<file path="config.mk">
export PLATFORM = sky130hd
export DESIGN_NAME = bus_send_arbiter
export DESIGN_NICKNAME = d
export VERILOG_FILES = /design/src/rtl/xctcmsg_pkg.sv /design/src/rtl/bus_send_arbiter_rr_arbiter.sv /design/src/rtl/bus_send_arbiter.sv
export SDC_FILE = /design/constraint.sdc
export NUM_CORES = 1
export LEC_CHECK = 0
export CORE_AREA = 2 2 260 262
export CTS_BUF_LIST = sky130_fd_sc_hd__clkbuf_8
export DETAILED_ROUTE_END_ITERATION = 16
export DIE_AREA = 0 0 262 264
export GPL_TIMING_DRIVEN = 0
export PLACE_DENSITY = 0.46
export SYNTH_ARGS = -nofsm -noshare
export SYNTH_HDL_FRONTEND = slang
export SYNTH_SLANG_ARGS = --single-unit
</file>
<file path="constraint.sdc">
create_clock -name clk -period 5.2 [get_ports clk]
set_clock_uncertainty 0.2 [all_clocks]
set_input_delay 1.04 -clock clk [delete_from_list [all_inputs] [get_ports clk]]
set_output_delay 1.04 -clock clk [all_outputs]
set_load 0.03 [all_outputs]
</file>
<file path="src/rtl/xctcmsg_pkg.sv">
// Message types shared by the postoffice send path and the bus send arbiter.
package xctcmsg_pkg;

    typedef struct packed {
        logic [31:0] address;
        logic [31:0] tag;
    } interface_send_meta_t;

    typedef struct packed {
        interface_send_meta_t meta;
        logic [63:0]          data;
    } interface_send_data_t;

    localparam int STALL_CNT_W = 16;

    function automatic int bus_arb_src_w(input int n);
        return (n > 1) ? $clog2(n) : 1;
    endfunction

    localparam int BUS_ARB_NUM_REQ = 4;
    localparam int BUS_ARB_SRC_W   = bus_arb_src_w(BUS_ARB_NUM_REQ);

    typedef logic [BUS_ARB_SRC_W-1:0] bus_arb_src_t;

endpackage

</file>
<file path="src/rtl/bus_send_arbiter_rr_arbiter.sv">
// Combinational round-robin pick: first requester at or after ptr, wrapping.
module rr_arbiter #(
    parameter int NUM_REQ = 4,
    parameter int SRC_W   = 2
) (
    input  logic [NUM_REQ-1:0] req,
    input  logic [SRC_W-1:0]   ptr,
    input  logic               enable,
    output logic [NUM_REQ-1:0] grant,
    output logic [SRC_W-1:0]   grant_idx
);

    logic             hi_found;
    logic             lo_found;
    logic [SRC_W-1:0] hi_idx;
    logic [SRC_W-1:0] lo_idx;

    // Descending scan so the lowest qualifying index is the one left standing.
    always_comb begin
        hi_found = 1'b0;
        lo_found = 1'b0;
        hi_idx   = '0;
        lo_idx   = '0;
        for (int i = NUM_REQ - 1; i >= 0; i--) begin
            if (req[i] && (i >= int'(ptr))) begin
                hi_found = 1'b1;
                hi_idx   = SRC_W'(i);
            end
            if (req[i]) begin
                lo_found = 1'b1;
                lo_idx   = SRC_W'(i);
            end
        end
        grant_idx = hi_found ? hi_idx : lo_idx;
        grant     = '0;
        for (int i = 0; i < NUM_REQ; i++) begin
            grant[i] = enable && lo_found && (SRC_W'(i) == grant_idx);
        end
    end

endmodule

</file>
<file path="src/rtl/bus_send_arbiter.sv">
// Round-robin share of the bus send channel with a one-entry holding register
// and a saturating stall monitor on the bus ack.
module bus_send_arbiter
    import xctcmsg_pkg::*;
#(
    parameter int NUM_REQ     = 4,
    parameter int STALL_LIMIT = 1024,
    localparam int SRC_W      = bus_arb_src_w(NUM_REQ)
) (
    input  logic                                clk,
    input  logic                                rst,
    input  logic [NUM_REQ-1:0]                  req_valid_i,
    output logic [NUM_REQ-1:0]                  req_ready_o,
    input  interface_send_data_t [NUM_REQ-1:0]  req_data_i,
    output logic                                bus_val_o,
    input  logic                                bus_ack_i,
    output logic [31:0]                         bus_dst_o,
    output logic [31:0]                         bus_tag_o,
    output logic [63:0]                         bus_msg_o,
    output logic [SRC_W-1:0]                    bus_src_id_o,
    output logic [STALL_CNT_W-1:0]              stall_cycles_o,
    output logic                                stall_alarm_o
);

    logic                   hold_valid;
    interface_send_data_t   hold_data;
    logic [SRC_W-1:0]       hold_src;
    logic [SRC_W-1:0]       rr_ptr;
    logic [STALL_CNT_W-1:0] stall_cycles;

    logic                   can_accept;
    logic                   accept;
    logic [NUM_REQ-1:0]     grant;
    logic [SRC_W-1:0]       grant_idx;
    logic [SRC_W-1:0]       ptr_next;

    // An ack frees the slot in the same cycle, so a refill can ride on it.
    assign can_accept = !hold_valid || bus_ack_i;

    rr_arbiter #(
        .NUM_REQ (NUM_REQ),
        .SRC_W   (SRC_W)
    ) u_rr_arbiter (
        .req       (req_valid_i),
        .ptr       (rr_ptr),
        .enable    (can_accept),
        .grant     (grant),
        .grant_idx (grant_idx)
    );

    assign req_ready_o = grant;
    assign accept      = |grant;
    assign ptr_next    = (grant_idx == SRC_W'(NUM_REQ - 1)) ? '0 : grant_idx + SRC_W'(1);

    always_ff @(posedge clk) begin
        if (rst) begin
            hold_valid   <= 1'b0;
            hold_data    <= '0;
            hold_src     <= '0;
            rr_ptr       <= '0;
            stall_cycles <= '0;
        end else begin
            if (accept) begin
                hold_valid <= 1'b1;
                hold_data  <= req_data_i[grant_idx];
                hold_src   <= grant_idx;
                rr_ptr     <= ptr_next;
            end else if (bus_ack_i && hold_valid) begin
                hold_valid <= 1'b0;
            end

            if (hold_valid && !bus_ack_i) begin
                if (stall_cycles != '1) begin
                    stall_cycles <= stall_cycles + STALL_CNT_W'(1);
                end
            end else begin
                stall_cycles <= '0;
            end
        end
    end

    assign bus_val_o      = hold_valid;
    assign bus_dst_o      = hold_data.meta.address;
    assign bus_tag_o      = hold_data.meta.tag;
    assign bus_msg_o      = hold_data.data;
    assign bus_src_id_o   = hold_src;
    assign stall_cycles_o = stall_cycles;
    assign stall_alarm_o  = (stall_cycles >= STALL_CNT_W'(STALL_LIMIT));

endmodule

</file>
# Word-level counts from Yosys, hierarchy flattened
# Cells that the tools add are included.
classes:
  magnitude_cmp: 5
  mul: 0
  reduce_logical: 17
  mux: 20
  div_mod_pow: 0
  n_bitwise: 1
  n_shift: 0
  n_eq_ne: 5
  n_addsub: 2
ops:
  columns: ["cell", "n"]
  rows:
  - ["128-bit binary-select mux with 2-bit select", 1]
  - ["128-bit two-way mux", 1]
  - ["2-bit two-way mux", 9]
  - ["16-bit by 1-bit adder with 16-bit output, second input constant", 1]
  - ["16-bit by 11-bit >= comparator with 1-bit output, second input constant", 1]
  - ["16-bit != test, second input constant", 1]
  - ["1-bit logical AND", 10]
  - ["1-bit two-way mux", 9]
  - ["2-bit == test, first input constant", 2]
  - ["1-bit by 2-bit >= comparator with 1-bit output, first input constant", 2]
  - ["4-bit OR reduction", 1]
  - ["2-bit by 3-bit less-than comparator with 1-bit output, second input constant", 1]
  - ["2-bit by 1-bit adder with 2-bit output, second input constant", 1]
  - ["1-bit by 2-bit == test with 1-bit output, first input constant", 1]
  - ["2-bit == test, second input constant", 1]
  - ["2-bit >= comparator, first input constant", 1]
  - ["1-bit logical NOT", 2]
  - ["2-bit logical NOT", 1]
  - ["2-bit nonzero test", 1]
  - ["2-bit OR reduction", 1]
  - ["1-bit logical OR", 1]
  - ["1-bit inverter", 1]
totals:
  latchBits: 0
  memories: 0
  reg_bits: 149
  romBits: 0
  word_cells: 57
  mem_bits_rw: 0
  out_inout_bits: 152
  in_bits: 519

# Longest topological paths before layout
# Gate-level depths: netlist (run 1).
logic_depth:
  depth_word: 10
  depth_mapped: 14
  mapped_depth_nobuf: 10

# Modules after synthesis
# From an unflattened synthesis (run 1), not the netlist that was laid out.
unflattened:
  hier_cells: 849
  area_unflattened_um2: 8557.0
by_module_without_submodules:
  columns: ["module", "instances", "area_per_inst_um2", "cells_per_inst", "seq_area_each_um2"]
  rows:
  - ["bus_send_arbiter", 1, 8408.1, 831, 2982.9]
  - ["rr_arbiter", 1, 148.9, 18, 0.0]

# Worst setup path before layout (run 1)
# Ideal clock, no wire load.
synth_path:
  path_kind: "input to register"
  startpoint: "input port req_valid_i[0]"
  endpoint: "register hold_data, in the netlist bus_dst_o[0]"
  setup_time_ns: 0.133
  required_ns: 4.867
  path_buffers: 4
  path_stages: 14
  arrival_time_ns: 3.571
  path_slack_ns: 1.295
  path_cell_list: "nor2b_1 > o21ba_2 > a211oi_4 > inv_2 > buf_6 > buf_6 > ha_1 > or4_4 > nand3b_2 > nor2_1 > nand2b_1 > buf_2 > buf_2 > o221ai_1"
synth_between:
  elab_chain_cells: 6
synth_lines:
  columns: ["element", "line", "text"]
  rows:
  - ["start: declaration", "bus_send_arbiter.sv:12", "input logic [NUM_REQ-1:0] req_valid_i,"]
  - ["1-bit logical AND", "bus_send_arbiter_rr_arbiter.sv:25", "if (req[i] && (i >= int'(ptr))) begin"]
  - ["2-bit two-way mux or 1-bit two-way mux (tied branches)", "bus_send_arbiter_rr_arbiter.sv:25", null]
  - ["2-bit two-way mux (*)", "bus_send_arbiter_rr_arbiter.sv:34", "grant_idx = hi_found ? hi_idx : lo_idx;"]
  - ["via grant_idx[0]", "bus_send_arbiter.sv:34", "logic [SRC_W-1:0] grant_idx;"]
  - ["1-bit by 2-bit == test with 1-bit output (tied with other cells)", "bus_send_arbiter_rr_arbiter.sv:37", "grant[i] = enable && lo_found && (SRC_W'(i) == grant_idx);"]
  - ["1-bit logical AND", "bus_send_arbiter_rr_arbiter.sv:37", null]
  - ["4-bit OR reduction", "bus_send_arbiter.sv:52", "assign accept = |grant;"]
  - ["end signal: assignment", "bus_send_arbiter.sv:65", "hold_data <= req_data_i[grant_idx];"]
  - ["end: declaration", "bus_send_arbiter.sv:26", "interface_send_data_t hold_data;"]
# The timed path passes the listed nets; every way through them passes the cells marked *. The select of a mux whose other input is x is not followed.
# A chain may end at the register's enable or synchronous reset.

# Worst setup path in the final report (run 1)
layout_path:
  startpoint: "input port req_valid_i[0]"
  endpoint: "output port req_ready_o[0]"
layout_between:
  elab_chain_cells: 5
layout_lines:
  columns: ["element", "line", "text"]
  rows:
  - ["1-bit logical AND", "bus_send_arbiter_rr_arbiter.sv:25", null]
  - ["2-bit two-way mux or 1-bit two-way mux (tied branches)", "bus_send_arbiter_rr_arbiter.sv:25", null]
  - ["2-bit two-way mux (*)", "bus_send_arbiter_rr_arbiter.sv:34", null]
  - ["via grant_idx[0]", "bus_send_arbiter.sv:34", null]
  - ["2-bit logical NOT (*)", "bus_send_arbiter_rr_arbiter.sv:37", null]
  - ["1-bit logical AND (*)", "bus_send_arbiter_rr_arbiter.sv:37", null]
  - ["end: declaration", "bus_send_arbiter.sv:13", "output logic [NUM_REQ-1:0] req_ready_o,"]
# The timed path passes the listed nets; every way through them passes the cells marked *.

==> impl_metrics.json, run 1 <==
{
  "status": "finished, final reports clean",
  "rsz0062_at_grt": "false",
  "yosysTopAreaCell": "dfxtp_1",
  "cts.sink_count": 149,
  "clkTransAtPathRegs_ps": 90,
  "syn-num-nets": 1380,
  "avgRoutedWirePerCell_microns": 22.38,
  "wl_microns": 54420,
  "finalCoreUtilization_pct": 25.00,
  "crit_path_max_fanout": 11,
  "post_synth_edffs": 0,
  "worst_hold_slack_ps": 270.0,
  "cts-root-to-sink-buffers": 2,
  "h_tree_depth": 4,
  "insertion_delay_ps": 550,
  "post-route-period-util_pct": 96.45,
  "flop_pwr_share_pct": 24.6,
  "final_count_of_pins_violating_max_slew": 0,
  "fillCellCount": 7174,
  "cts-buffers-inserted": 17,
  "post-layout-total-power_mw": 7.641,
  "row_count": 95,
  "grt_usage_pct": 15.20,
  "chipHeight_microns": 264,
  "place_inst": 2397,
  "grt_start_max_net_pins": 17,
  "period_needed_ps": 5016,
  "fin_cells": 2432,
  "layout.area.seq_sq_um": 2983,
  "placed_area_sq_um": 16200,
  "p_comb_share_pct": 61.4,
  "timing.critical_path.from_type": "primary input",
  "drt_drc_violations_left": 0,
  "power.internal_mw": 4.118,
  "synth_area_leaders": "dfxtp_1, mux2i_1, o221ai_1",
  "multi_input_comb_area_sq_um": 4882,
  "tightest_slew_ps": 578.3,
  "seq_area_frac_synth_pct": 35.46,
  "worstPathRequired_ps": 3960,
  "synth_top_cells_by_count": "mux2i_1, dfxtp_1, nand2_1, o221ai_1, buf_2",
  "number_of_antenna_violations_at_the_first_check_in_global_routing": 13,
  "finalWeightedCongestion": 0.8530,
  "drt-vias-per-instance": 4.016,
  "async_reset_ff_share_pct": 0,
  "tritoncts": "yes",
  "synth_warnings": 0,
  "pwr_density_cell_nw_per_um2": 459.2,
  "area_delta_synth_final_pct": 97.77,
  "timing.critical_path.arrival_ps": 3780,
  "drt_iter0_drc": 381,
  "detailroute.via_count": 9767,
  "finalHoldViolations": 0,
  "tns_ps": 0,
  "postCtsSetupRepairBufs": 0,
  "switching_power_mw": 3.522,
  "place_ws_ps": -338.2,
  "clkPwrFrac_pct": 14.0,
  "cap_viol_max_count": 0,
  "synth.top_cell.area_share_pct": 35.46,
  "synth.distinct_cells": 39,
  "synth_area_per_cell_sq_um": 9.840,
  "finalSetupViolCount": 0,
  "first_global_vias": 10390,
  "dr.pass1.iters": 4,
  "clock_root_buffer": "clkbuf_8",
  "critical_path_buf_inv_count": 5,
  "worst_ir_drop_vdd_v": 0.0001618,
  "finish.instance_area_sq_um": 16640,
  "core_area_sq_um": 66560,
  "slew_headroom_pct": 61.45,
  "power.leakage_nw": 6.749,
  "criticalPathCategory": "in -> out",
  "post_synth_instance_area_sq_um": 8413,
  "worst_path_largest_cell_delay_ps": 590,
  "crit_path_cell_trace": "clkdlybuf4s50_1 -> nor2b_1 -> o21ba_2 -> a211oi_4 -> inv_2 -> buf_6 -> buf_6 -> ha_1 -> and2_1 -> clkdlybuf4s50_1",
  "switching_share_pct": 46.10,
  "post_route_cells_drive_above_1_share_pct": 6.812,
  "ctsResizeCount": 0,
  "io_pins": 671,
  "hold_path_class": "reg -> reg",
  "grt.overflow.total": 0,
  "cts_hold_buffers": 0,
  "critical-path-slowest-cell": "clkdlybuf4s50_1",
  "design.final.nets": 2068,
  "worstSetupEndpointType": "primary output",
  "antenna_left": 0,
  "fmax_mhz": 199.4,
  "postLayoutSetupSlackWorst_ps": 184.5,
  "cpLargestDelayFamily": "buffers and inverters",
  "place_hpwl_microns": 44550,
  "wire_length_of_the_first_global_routing_pass_microns": 73790,
  "port_buffers": 669,
  "floorplan.initialDensity_pct": 12.64,
  "synthMostInstantiatedCell": "mux2i_1",
  "die_area_sq_um": 69170,
  "ys.flop_type": "dfxtp_1",
  "number_of_synthesized_register_bits": 149,
  "netlist_instances": 855,
  "dieWidth_microns": 262
}
## state kept, by name (all words and copies together) (netlist names)
signal,flops
bus_dst_o,32
bus_msg_o,64
bus_src_id_o,2
bus_tag_o,32
bus_val_o,1
rr_ptr,2
stall_cycles_o,16
## power by group through the flow
stage	combinational, mW	sequential, mW	clock (mW)
after floorplan	1.74	2.72	0
after global placement	4.78	1.88	0
after detailed placement	4.78	1.90	0
after CTS	4.80	1.88	1.13
after global routing	4.98	1.94	1.17
final	4.69	1.88	1.07
## kinds of logic after synthesis
kind of cell	synth area share [%]
mux	31.05
simple gates	9.920
compound gates	15.23
flops	35.46
buf+inv	6.514
xor+xnor	0.9370
fa+ha+maj	0.8923
## routing by layer
layer / track usage, % / vias up / part of all wire, %
li1: - / 4618 / -
met1: 16.26 / 4549 / 37
met2: 27.92 / 524 / 52
met3: 3.819 / 74 / 7.6
met4: 6.596 / 2 / 3.3
met5: 0 / - / 0.029
## final timing paths
kind / from / to / slack (ps) / cells after the start
worst max-delay path: req_valid_i[0] / req_ready_o[0] / 180 / 10
worst min-delay path: bus_msg_o[16] / bus_msg_o[16] / 270 / 2
worst max register to register: rr_ptr[0] / bus_msg_o[0] / 1020 / 14
worst min register to register: bus_msg_o[16] / bus_msg_o[16] / 270 / 2
## area by class of cell
type | instances | area share (%)
timing repair buffer | 669 | 40.25
multi-input combinational | 623 | 29.34
sequential | 149 | 17.93
tap | 873 | 6.565
buffer | 76 | 3.136
clock buffer | 17 | 1.406
clock inverter | 15 | 1.173
inverter | 7 | 0.1579
antenna | 3 | 0.04512
## worst register-to-register path, cell delays in order (launching register included)
cell	delay [ps]
dfxtp_1	390
nor2b_1	90
o21ba_2	230
a211oi_4	320
inv_2	190
buf_6	210
buf_6	180
ha_1	220
or4_4	560
nand3b_2	200
nor2_1	80
nand2b_1	100
buf_2	300
buf_2	550
o221ai_1	230
## placed cells by master (no fill, tap or decap), drive strengths merged, types with 7 or more instances in the layout
master and count:
o221ai 128, clkbuf 22, dfxtp 149, inv 13
and3 7, xor2 8, clkdlybuf4s50 669, nand2 139
buf 71, mux2i 261, nor2 23
Note: power is estimated with default switching activity, not from simulation.
==> inputs of run 2 (changes only) <==
CELL_PAD_IN_SITES_DETAIL_PLACEMENT = 1   (was unset)
CELL_PAD_IN_SITES_GLOBAL_PLACEMENT = 2   (was unset)
CORE_AREA = 2 2 262 264   (was 2 2 260 262)
DIE_AREA = 0 0 264 266   (was 0 0 262 264)
PLACE_DENSITY = 0.69   (was 0.46)
==> run 2 against run 1 <==
Sequential share of layout area is 0.067 points lower. Count of clock-buffer cells in the layout grew 1. Worst setup slack better by 60 ps. Via count grew 1.0%. Clock power is 9% higher. Hold slack better by 1.2 ps. Power grew 1.5%. Cell area increased by 0.38%. Sequential power barely moved. Flip-flop and latch count unchanged. Utilization fell by 0.34 points. Combinational power about the same. Critical path type unchanged. Critical endpoint is now req_ready_o[2]. Largest cell class unchanged.
==> impl_metrics.json, run 2 (synthesis results as in run 1) <==
{
  "io_pins": 671,
  "layout.area.seq_sq_um": 2983,
  "floorplan.initialDensity_pct": 12.42,
  "status": "finished, final reports clean",
  "grt.overflow.total": 0,
  "crit_path_cell_trace": "clkdlybuf4s50_1 -> nor2b_1 -> o21ba_2 -> a211oi_4 -> inv_2 -> buf_6 -> buf_6 -> ha_1 -> and2_1 -> clkdlybuf4s50_1",
  "postCtsSetupRepairBufs": 0,
  "tritoncts": "yes",
  "finalSetupViolCount": 0,
  "finalWeightedCongestion": 0.8156,
  "drt_drc_violations_left": 0,
  "cts-root-to-sink-buffers": 2,
  "rr_endpoint": "bus_msg_o[0]",
  "slew_headroom_pct": 54.64,
  "die_area_sq_um": 70220,
  "clkTransAtPathRegs_ps": 80,
  "period_needed_ps": 4956,
  "power.leakage_nw": 6.784,
  "post_route_cells_drive_above_1_share_pct": 6.877,
  "cts-buffers-inserted": 17,
  "cap_viol_max_count": 0,
  "chipHeight_microns": 266,
  "criticalPathCategory": "in -> out",
  "area_delta_synth_final_pct": 98.51,
  "wl_microns": 54100,
  "avgRoutedWirePerCell_microns": 22.17,
  "dr.pass1.iters": 4,
  "pwr_density_cell_nw_per_um2": 464.5,
  "grt_usage_pct": 14.96,
  "tightest_slew_ps": 680.4,
  "ctsResizeCount": 0,
  "worstPathRequired_ps": 3960,
  "clock_root_buffer": "clkbuf_8",
  "final_count_of_pins_violating_max_slew": 0,
  "drt_iter0_drc": 297,
  "worst-r2r-cell-count": 14,
  "ff2ff_setup_slack_ps": 940,
  "grt_start_max_net_pins": 17,
  "post-route-period-util_pct": 95.30,
  "first_global_vias": 10820,
  "dieWidth_microns": 264,
  "startpoint": "req_valid_i[0]",
  "worst_ir_drop_vdd_v": 0.0001524,
  "timing.critical_path.arrival_ps": 3720,
  "finish.instance_area_sq_um": 16700,
  "fillCellCount": 7792,
  "detailroute.via_count": 9866,
  "total_met2_wirelength_after_detailed_routing_microns": 28300,
  "worst_path_largest_cell_delay_ps": 590,
  "wire_length_of_the_first_global_routing_pass_microns": 75910,
  "row_count": 96,
  "timing.critical_path.from_type": "primary input",
  "placed_area_sq_um": 16210,
  "multi_input_comb_area_sq_um": 4882,
  "cells_on_worst_hold_path": 2,
  "hold_path_class": "reg -> reg",
  "rsz0062_at_grt": "false",
  "number_of_antenna_violations_at_the_first_check_in_global_routing": 4,
  "tns_ps": 0,
  "crit_path_max_fanout": 11,
  "holdPathEnd": "bus_tag_o[26]",
  "critical_path_buf_inv_count": 5,
  "largest_register_ffs": 64,
  "port_buffers": 669,
  "worstSetupEndpointType": "primary output",
  "critical-path-slowest-cell": "clkdlybuf4s50_1",
  "insertion_delay_ps": 550,
  "antenna_left": 0,
  "worst_r2r_startpoint": "rr_ptr[0]",
  "finalHoldViolations": 0,
  "cts.sink_count": 149,
  "place_hpwl_microns": 44540,
  "hold_wc_startpoint": "bus_tag_o[26]",
  "design.final.nets": 2068,
  "core_area_sq_um": 67750,
  "final_cell_mix": "clkdlybuf4s50_1, mux2i_1, dfxtp_1",
  "drt-vias-per-instance": 4.043,
  "h_tree_depth": 4,
  "maxUsedRoutingLayer": "met4",
  "met3_wirelength_microns": 4002,
  "m1WireLength_microns": 20550,
  "cts_hold_buffers": 0,
  "final_common_cell": "clkdlybuf4s50_1",
  "fmax_mhz": 201.8,
  "cpLargestDelayFamily": "buffers and inverters"
}
## run 2: report_power, final
group          switching (mW)  internal (mW)  leakage, nW
registers               0.283           1.60         1.23
logic                    2.67           2.03         5.32
clock network           0.572          0.598        0.240
total                    3.52           4.23         6.78
## run 2: area by class of cell
cell class / count / share of cell area (%)
clock inverters: 14 / 1.408
diodes: 2 / 0.02997
inverters: 7 / 0.1573
clock buffers: 18 / 1.483
multi-input cells: 623 / 29.23
well taps: 882 / 6.608
repair buffers: 669 / 40.10
flip-flops and latches: 149 / 17.86
plain buffers: 76 / 3.124
## run 2: worst max path at each step
stage                                end  slack, ps  cells after the start
after detailed placement   bus_dst_o[20]       -410                     15
after global placement      bus_msg_o[0]       -360                     15
after CTS                 req_ready_o[2]        220                     10
final                     req_ready_o[2]        240                     10
after floorplan             bus_dst_o[0]       1300                     14
after global routing       bus_dst_o[21]         40                     15
## run 2: worst reg2reg max path: cells and delay by family (launching register included)
family	cells	cell delay, ps
compound gates	3	760
fa+ha+maj	1	220
buf+inv	5	1470
flops	1	400
simple gates	5	1080
## run 2: stage by stage
| stage | std cells | worst slack (ps) | util, % | total power, mW | hold slack (ps) |
|---|---|---|---|---|---|
| 3_5_place_dp | 2406 | -411.3 | 23.93 | 6.708 | 250.0 |
| 5_1_grt | 2439 | 35.88 | 24.65 | 8.209 | 302.3 |
| 3_3_place_gp | 2406 | -360.4 | 23.93 | 6.655 | 243.7 |
| 4_1_cts | 2438 | 221.4 | 24.65 | 7.933 | 275.2 |
| 6_report | 2440 | 244.2 | 24.65 | 7.757 | 271.2 |
| 2_1_floorplan | 855 | 1295 | - | 4.462 | 308.3 |
## run 2: metal layers
| layer | vias up | GRT usage (%) |
|---|---|---|
| li1 | 4614 | - |
| met1 | 4740 | 15.71 |
| met2 | 466 | 27.82 |
| met3 | 46 | 4.991 |
| met4 | 0 | 5.021 |
| met5 | - | 0 |
==> inputs of run 3 (changes only) <==
ABC_CLOCK_PERIOD_IN_PS = 5200   (was unset)
==> results of run 3 <==
No change in the layout: final DEF, timing and power equal those of run 2.
